[src/rtl/seq_det_pkg.sv]
// Shared types and defaults for the programmable serial sequence detector.
// Imported by the detector top and its history sub-module.
package seq_det_pkg;

  typedef enum logic [1:0] {
    IDLE  = 2'd0,
    FILL  = 2'd1,
    ARMED = 2'd2
  } state_t;

  localparam int MAX_LEN_DEF = 8;
  localparam int CNT_W_DEF   = 8;

endpackage

[src/rtl/seq_det_history.sv]
// Serial history shift register with a fill counter saturating at len.
// full reports the fill level as it stands after this cycle's shift.
module seq_det_history
  import seq_det_pkg::*;
#(
  parameter int MAX_LEN = MAX_LEN_DEF,
  parameter int LEN_W   = $clog2(MAX_LEN) + 1
) (
  input  logic               clk,
  input  logic               reset_n,
  input  logic               clear,
  input  logic               shift_en,
  input  logic               bit_in,
  input  logic [LEN_W-1:0]   len,
  output logic [MAX_LEN-1:0] history,
  output logic               full
);

  logic [LEN_W-1:0] cnt_q;
  logic [LEN_W-1:0] cnt_inc;

  assign cnt_inc = cnt_q + LEN_W'(1);

  // Lookahead so the caller can act on the bit that completes the fill.
  assign full = shift_en ? (cnt_inc >= len) : (cnt_q >= len);

  always_ff @(posedge clk) begin
    if (!reset_n) begin
      history <= '0;
      cnt_q   <= '0;
    end else if (clear) begin
      history <= '0;
      cnt_q   <= '0;
    end else if (shift_en) begin
      history <= {history[MAX_LEN-2:0], bit_in};
      if (cnt_q < len)
        cnt_q <= cnt_inc;
    end
  end

endmodule

[src/rtl/seq_detector_prog.sv]
// Programmable serial sequence detector: runtime pattern, length and
// overlap mode, registered match pulse and saturating match counter.
module seq_detector_prog
  import seq_det_pkg::*;
#(
  parameter int  MAX_LEN = MAX_LEN_DEF,
  parameter int  CNT_W   = CNT_W_DEF,
  localparam int LEN_W   = $clog2(MAX_LEN) + 1
) (
  input  logic               clk,
  input  logic               reset_n,
  input  logic               cfg_we,
  input  logic [MAX_LEN-1:0] cfg_pattern,
  input  logic [LEN_W-1:0]   cfg_len,
  input  logic               cfg_overlap,
  input  logic               din_valid,
  input  logic               din,
  input  logic               count_clr,
  output logic               z,
  output logic [CNT_W-1:0]   match_count,
  output logic               busy
);

  state_t state_q;
  state_t state_d;

  logic [MAX_LEN-1:0] pat_q;
  logic [LEN_W-1:0]   len_q;
  logic               ov_q;

  logic [MAX_LEN-1:0] hist;
  logic [MAX_LEN-1:0] mask;
  logic               full;
  logic               cfg_ok;
  logic [LEN_W-1:0]   len_clamp;
  logic               shift_en;
  logic               hit;
  logic               h_clear;

  assign cfg_ok    = cfg_we & (cfg_len != '0);
  assign len_clamp = (cfg_len > LEN_W'(MAX_LEN)) ?
                     LEN_W'(MAX_LEN) : cfg_len;
  assign shift_en  = din_valid & ~cfg_we & (state_q != IDLE);

  always_comb begin
    mask = '0;
    for (int i = 0; i < MAX_LEN; i++)
      mask[i] = (LEN_W'(i) < len_q);
  end

  // Old history bits [len-2:0] plus the incoming bit form the window.
  assign hit = shift_en & full & (din == pat_q[0]) &
               (((hist ^ (pat_q >> 1)) & (mask >> 1)) == '0);

  assign h_clear = cfg_we | (hit & ~ov_q);

  seq_det_history #(
    .MAX_LEN (MAX_LEN),
    .LEN_W   (LEN_W)
  ) u_hist (
    .clk      (clk),
    .reset_n  (reset_n),
    .clear    (h_clear),
    .shift_en (shift_en),
    .bit_in   (din),
    .len      (len_q),
    .history  (hist),
    .full     (full)
  );

  always_comb begin
    state_d = state_q;
    if (cfg_we) begin
      state_d = cfg_ok ? FILL : IDLE;
    end else begin
      unique case (state_q)
        IDLE: state_d = IDLE;
        FILL: begin
          if (hit & ~ov_q)
            state_d = FILL;
          else if (shift_en & full)
            state_d = ARMED;
        end
        ARMED: begin
          if (hit & ~ov_q)
            state_d = FILL;
        end
        default: state_d = IDLE;
      endcase
    end
  end

  always_ff @(posedge clk) begin
    if (!reset_n)
      state_q <= IDLE;
    else
      state_q <= state_d;
  end

  // A rejected (zero-length) write keeps the old pattern.
  always_ff @(posedge clk) begin
    if (!reset_n) begin
      pat_q <= '0;
      len_q <= '0;
      ov_q  <= 1'b0;
    end else if (cfg_ok) begin
      pat_q <= cfg_pattern;
      len_q <= len_clamp;
      ov_q  <= cfg_overlap;
    end
  end

  always_ff @(posedge clk) begin
    if (!reset_n) begin
      z           <= 1'b0;
      match_count <= '0;
    end else begin
      z <= hit;
      if (count_clr)
        match_count <= '0;
      else if (hit && (match_count != '1))
        match_count <= match_count + CNT_W'(1);
    end
  end

  assign busy = (state_q != IDLE);

endmodule

[config.mk]
export PLATFORM = sky130hd
export DESIGN_NAME = seq_detector_prog
export DESIGN_NICKNAME = d
export VERILOG_FILES = /design/src/rtl/seq_det_pkg.sv /design/src/rtl/seq_det_history.sv /design/src/rtl/seq_detector_prog.sv
export SDC_FILE = /design/constraint.sdc
export NUM_CORES = 1
export LEC_CHECK = 0
export ABC_AREA = 1
export CAP_MARGIN = 15
export CELL_PAD_IN_SITES_DETAIL_PLACEMENT = 1
export CELL_PAD_IN_SITES_GLOBAL_PLACEMENT = 2
export CORE_MARGIN = 4
export CORE_UTILIZATION = 31
export DETAILED_ROUTE_END_ITERATION = 8
export MAX_ROUTING_LAYER = met4
export PLACE_DENSITY = 0.83
export SETUP_SLACK_MARGIN = 0.4
export SYNTH_ARGS = -nofsm -noshare
export SYNTH_HDL_FRONTEND = slang
export SYNTH_SLANG_ARGS = --single-unit
[constraint.sdc]
create_clock -name clk -period 2.55 [get_ports clk]
set_clock_uncertainty 0.15 [all_clocks]
set_input_delay 0.51 -clock clk [delete_from_list [all_inputs] [get_ports clk]]
set_output_delay 0.51 -clock clk [all_outputs]
set_load 0.05 [all_outputs]
Yosys cells after proc, flatten, opt, wreduce, memory -nomap -nowiden. Index checks and enable logic that the tools add are counted.

Order comparisons: 11. Reduce and logical (&&, ||, !) cells: 8. Equality and inequality tests: 6. Bitwise operators: 13. Mux-type cells: 8. Add/sub/neg operators: 2.

Operators with widths (number): < comparator 3 x 4 -> 1 bit, first input constant (4); adder 8 x 1 -> 8 bit, second input constant (1); bitwise AND 8 x 7 -> 8 bit (1); >= comparator 4 bit (2); zero test 8 bit (1); < comparator 2 x 4 -> 1 bit, first input constant (2); two-way mux 2 bit (4); inequality test 8 bit, second input constant (1); bitwise XOR 8 x 7 -> 8 bit (1); bitwise AND 1 bit (7); adder 4 x 1 -> 4 bit, second input constant (1); greater-than comparator 4 bit, second input constant (1); < comparator 1 x 4 -> 1 bit, first input constant (1); < comparator 4 bit (1); two-way mux 4 bit (1); inequality test 4 bit, second input constant (1); case mux 2 bit (2 select lines) (1); AND reduction 2 bit (2); nonzero test 4 bit (1); OR reduction 2 bit (2); inequality test 3 bit, second input constant (1); inverter 1 bit (3); == test 2 x 1 -> 1 bit, second input constant (1); == test 2 bit, second input constant (1); other kinds (5) (6).

Output and inout port bits: 10. Input bits: 19. Logic and storage cells: 56. Bits in registers: 36.

Longest topological paths before layout.
Depth in word-level cells: 11. Mapped depth: 15. Depth with buffers taken out: 15.

Cells and area by module. From an unflattened synthesis, not the netlist that was laid out.

Cells, all modules: 302. Area, all modules: 2154.6 um^2.

Modules (own cells, without submodules): seq_detector_prog (times used 1, area an instance 1430.1 um^2, sequential area each 480.5 um^2, cells each 204); seq_det_history (times used 1, area an instance 724.4 um^2, sequential area each 240.2 um^2, cells each 98).

Least setup slack after synthesis. No wires, ideal clock.

Kind: register to register. From: register state_q[0]. To: register match_count[0]. Arrival time: 1.804 ns. Setup slack: 0.477 ns. Path buffers: 0. Stages on the path, launching flop included: 13. Clock period less this slack: 2.073 ns. Library setup time: 0.118 ns. Required time: 2.282 ns. Path through: dfxtp_1 inv_1 ha_1 inv_1 nand3_4 inv_6 nand2_4 nor2_4 nand2_2 inv_4 nand2_4 o21ai_2 a21oi_2.

Word-level cells in the longest chain between the ends: 7.

RTL lines: start, declared (RTL line seq_detector_prog.sv:24) `state_t state_q;`; start signal, assigned (RTL line seq_detector_prog.sv:97) `state_q <= state_d;`; nonzero test 2 bit *; named net busy (RTL line seq_detector_prog.sv:21) `output logic busy`; bitwise AND 1 bit * (RTL line seq_detector_prog.sv:43) `assign shift_en = din_valid & ~cfg_we & (state_q != IDLE);`; two-way mux 1 bit (RTL line seq_det_history.sv:25) `assign full = shift_en ? (cnt_inc >= len) : (cnt_q >= len);`; bitwise AND 1 bit * (3 in a row) (RTL line seq_detector_prog.sv:52) `assign hit = shift_en & full & (din == pat_q[0]) &`; logical AND 1 bit * (RTL line seq_detector_prog.sv:121) `else if (hit && (match_count != '1))`; end signal, assigned (RTL line seq_detector_prog.sv:122) `match_count <= match_count + CNT_W'(1);`; end, declared (RTL line seq_detector_prog.sv:20) `output logic [CNT_W-1:0] match_count,`.

The timed path passes the listed nets; every way through them passes the cells marked *. A chain may end at the register's enable or synchronous reset.

Worst setup path in the final report.
From: register u_hist.cnt_q[0]. To: register state_q[1].

Word-level cells in the longest chain between the ends: 10. Elaborated cells between the ends (all ways): 14. Those cells by class: add/sub (1); order compare (2); eq/ne (2); mux (4); bitwise (4); reduce/logical (1).

RTL lines: start, declared (RTL line seq_det_history.sv:19) `logic [LEN_W-1:0] cnt_q;`; start signal, assigned (RTL line seq_det_history.sv:37) `cnt_q <= cnt_inc;`; adder 4 x 1 -> 4 bit * (RTL line seq_det_history.sv:22) `assign cnt_inc = cnt_q + LEN_W'(1);`; named net u_hist.cnt_inc[2] (RTL line seq_det_history.sv:20) `logic [LEN_W-1:0] cnt_inc;`; >= comparator 4 bit * (RTL line seq_det_history.sv:25); two-way mux 1 bit * (RTL line seq_det_history.sv:25); bitwise AND 1 bit * (RTL line seq_detector_prog.sv:52, seq_detector_prog.sv:81); bitwise AND 1 bit (2 in a row) (RTL line seq_detector_prog.sv:52); bitwise AND 1 bit (RTL line seq_detector_prog.sv:79, seq_detector_prog.sv:85); two-way mux 2 bit (RTL line seq_detector_prog.sv:79) `if (hit & ~ov_q)`; case mux 2 bit (2 select lines) (RTL line seq_detector_prog.sv:76) `unique case (state_q)`; two-way mux 2 bit (RTL line seq_detector_prog.sv:73) `if (cfg_we) begin`.

Marks and branches as above.

==> impl_results.md <==
* Area of the multi-input gates at 1270 µm²
* CP startpoint kind: flop
* Share of the core filled with cells in the final layout at 0.436
* Clock latency at the later pin of the worst-skew pair at 0.28 ns
* Startpoint of the lowest-slack hold path: pat_q[2]$_SDFFE_PN0P_
* Leading cell types by total area after synthesis: sky130_fd_sc_hd__dfxtp_1 (36%), sky130_fd_sc_hd__nand2_1 (12%), sky130_fd_sc_hd__ha_1 (8.3%)
* Top flip-flop cell by instance count after synthesis: sky130_fd_sc_hd__dfxtp_1
* Number of cells on the worst reg-to-reg path at 14
* Mapped Nets at 295
* Core Box Area at 6030 µm²
* Mean instance size in the synthesized netlist at 7.49 µm²
* Overall fraction of global-route tracks in use at 0.149
* Total Neg Setup Slack at 0 ns
* Number of hold buffers added after CTS at 0
* Worst hold slack at 0.322 ns
* Vias post-DR at 1786
* Tot Pwr at 1.16 mW
* Clock transition at the registers of the reported paths at 0.07 ns
* Residual DRC at 0
* Count of state elements after synthesis at 35
* Number of clock buffers inserted by TritonCTS at 5
* Final cell count without fillers at 381
* Hold endpoint: pat_q[2]$_SDFFE_PN0P_
* Number of rows in the core area at 28
* Final worst setup slack at 0.376 ns
* Final period utilization at 0.853
* Layout overhead on the synthesized area at 33.3%
* Global route total overflow at 0
* Maximum clock path buffer count at 2
* DP Cell Count at 368
* Netlist area before placement at 1970 µm²
* Worst R2R End: state_q[1]$_SDFFE_PN0P_
* Run status: finished clean
* Arrival time worst endpoint at 2.21 ns
* Worst Setup Path Type: flop to flop
* Clock root buffer master: sky130_fd_sc_hd__clkbuf_8
* Pre-CTS WS at 0.155 ns
* Drt wl/cell at 13.4 µm
* Vertical die dimension at 87.7 µm
* Final number of setup-violating endpoints at 0
* Number of top-level pins at 29
* Antenna Violating Nets Remaining at 0
* Fill cell count at 759
* CTS tree: built
* Yosys top cell area share at 0.356
* Transition time at the pin with the least slew margin at 0.527 ns
* Die outline area at 7690 µm²
* Max Cap Viol at 0
* Sequential element share of the synthesized area at 0.356
* Area after DPL at 2360 µm²
* DR vias/cell at 4.69
* Post-synth EDFFs at 0
* Number of antenna violations at the first check in global routing at 0
* Post-DP HPWL at 3860 µm
* Worst min-delay path class: flop to flop
* Cell count of the worst hold path at 2
* Required arrival time at the worst endpoint at 2.58 ns
* Min Tclk post-route at 2.17 ns
* Number of pins exceeding their max-slew limit in the final report at 0
* Port bufs at 28
* Count of warnings emitted by yosys at 0
* Most common library cells after synthesis: sky130_fd_sc_hd__nand2_1 (63), sky130_fd_sc_hd__dfxtp_1 (35), sky130_fd_sc_hd__inv_1 (25), sky130_fd_sc_hd__a21oi_1 (24), sky130_fd_sc_hd__nor2_1 (22)
* Endpoint type of the worst setup path: flop
* Final number of hold-violating endpoints at 0
* Total power divided by cell area at 444 nW/µm²
* Die outline width at 87.7 µm
* Max Clock Freq at 460 MHz
* Total Routed Length at 5120 µm
* Cell count after synthesis at 263
* Number of optimization iterations in the first detailed-route pass at 4
* Layout cell share with drive strength beyond 1 at 0.209
* Routability Congestion at 0.792
* FF/Latch Area at 712 µm²
* Worst vdd rail ir drop at 0.187 mV
* Global-route wire length before repair at 8690 µm
* Worst R2R Setup Slack at 0.38 ns
* Deepest level of the CTS H-tree at 2
* Leakage Power at 1.08 nW
* Cell variety after synth at 32
* Unrepaired setup endpoints after global routing: true
* Final std cell area, no fill at 2630 µm²
* Antenna diode count at 0
* Initial DRC Count at 60
* Cell type with the highest aggregate area in the netlist: sky130_fd_sc_hd__dfxtp_1
* Maximum number of pins on one net before global-route repair at 11
* Startpoint of the worst-slack reg-to-reg timing path: u_hist.cnt_q[0]$_SDFFE_PP0P_
* Asr flop ratio synth at 0
* Slew headroom at 0.648
* Number of global-route vias before repair at 1811
* Most frequent cell after synthesis: sky130_fd_sc_hd__nand2_1
* Total number of nets in the final design at 337
* Starting density of the core at 0.327
* Clock sinks at 35
* Critical Path Fanout Max at 5
==> what timing repair did <==
action | 4_1_cts | 5_1_grt
pin swaps | 0 | 12
setup endpoints to repair | 28 | 23
setup buffers | 0 | 3
gates resized for setup | 14 | 33
cloned | 1 | 1
==> layout make-up <==
type,count,area share
Multi-Input combinational cell,195,0.483
Tap cell,75,0.0357
Clock buffer,7,0.0291
Sequential cell,35,0.271
Clock inverter,1,0.00191
Inverter,32,0.0534
Timing Repair Buffer,36,0.125
==> worst max-delay path: stages, from the launching register on <==
cell and delay, ns:
sky130_fd_sc_hd__dfxtp_4 0.38, sky130_fd_sc_hd__ha_4 0.17, sky130_fd_sc_hd__xor2_2 0.15, sky130_fd_sc_hd__ha_1 0.28
sky130_fd_sc_hd__nand2_1 0.04, sky130_fd_sc_hd__inv_1 0.05, sky130_fd_sc_hd__nand2_1 0.06, sky130_fd_sc_hd__nand2_2 0.08
sky130_fd_sc_hd__nand2_4 0.06, sky130_fd_sc_hd__nor2_4 0.17, sky130_fd_sc_hd__nand3_4 0.14, sky130_fd_sc_hd__nand2_2 0.12
sky130_fd_sc_hd__nand2_2 0.07, sky130_fd_sc_hd__a21oi_2 0.11, sky130_fd_sc_hd__nor2_1 0.05
==> cell usage in the layout, fill, tap and decap left out, drive strengths merged, types with 3 or more instances in the layout <==
| cell type | n |
|---|---|
| nor2 | 25 |
| dlygate4sd2 | 7 |
| nand4 | 3 |
| o21ai | 15 |
| ha | 13 |
| buf | 8 |
| xor2 | 6 |
| a21oi | 31 |
| nand3 | 20 |
| inv | 29 |
| clkdlybuf4s50 | 19 |
| dfxtp | 35 |
| xnor2 | 5 |
| nand2 | 71 |
| clkinv | 4 |
| clkbuf | 8 |
==> state kept, by name, indices dropped and copies added (netlist names) <==
name and flops:
match_count 8, pat_q 8, u_hist.history 7, len_q 4, u_hist.cnt_q 4, state_q 2
ov_q 1, z 1
==> report_power, final <==
part	total [mW]	internal, mW	switching [mW]
clock network	0.391	0.192	0.199
logic	0.200	0.0793	0.120
registers	0.574	0.561	0.0125
==> worst max-delay path by stage <==
| stage | start | endpoint | slack, ns | cells after the start |
|---|---|---|---|---|
| 2_1_floorplan | state_q[0]$_SDFFE_PN0P_ | match_count[0]$_SDFFE_PP0P_ | 0.48 | 12 |
| 3_3_place_gp | cfg_we | match_count[0]$_SDFFE_PP0P_ | 0.20 | 11 |
| 3_5_place_dp | cfg_we | match_count[0]$_SDFFE_PP0P_ | 0.15 | 11 |
| 4_1_cts | state_q[0]$_SDFFE_PN0P_ | busy | 0.32 | 4 |
| 5_1_grt | u_hist.cnt_q[0]$_SDFFE_PP0P_ | state_q[1]$_SDFFE_PN0P_ | 0.23 | 15 |
| 6_report | u_hist.cnt_q[0]$_SDFFE_PP0P_ | state_q[1]$_SDFFE_PN0P_ | 0.38 | 14 |
==> layer usage <==
metal,vias to the layer above,share of wire,GRT usage
met5,-,0,-
met4,0,0.012,0.0460
met3,5,0.024,0.0282
met2,21,0.45,0.223
met1,823,0.51,0.203
li1,937,-,-
==> cell families (layout without fill, tap and decap cells) <==
group / after synthesis / count (layout) / share of synthesized area
compound gates: 49 / 49 / 0.151
fa+ha+maj: 13 / 13 / 0.0826
simple gates: 120 / 122 / 0.284
xor+xnor: 11 / 11 / 0.0489
buf+inv: 35 / 76 / 0.0781
flops: 35 / 35 / 0.356
No activity file was read; power rests on OpenSTA's default activity.
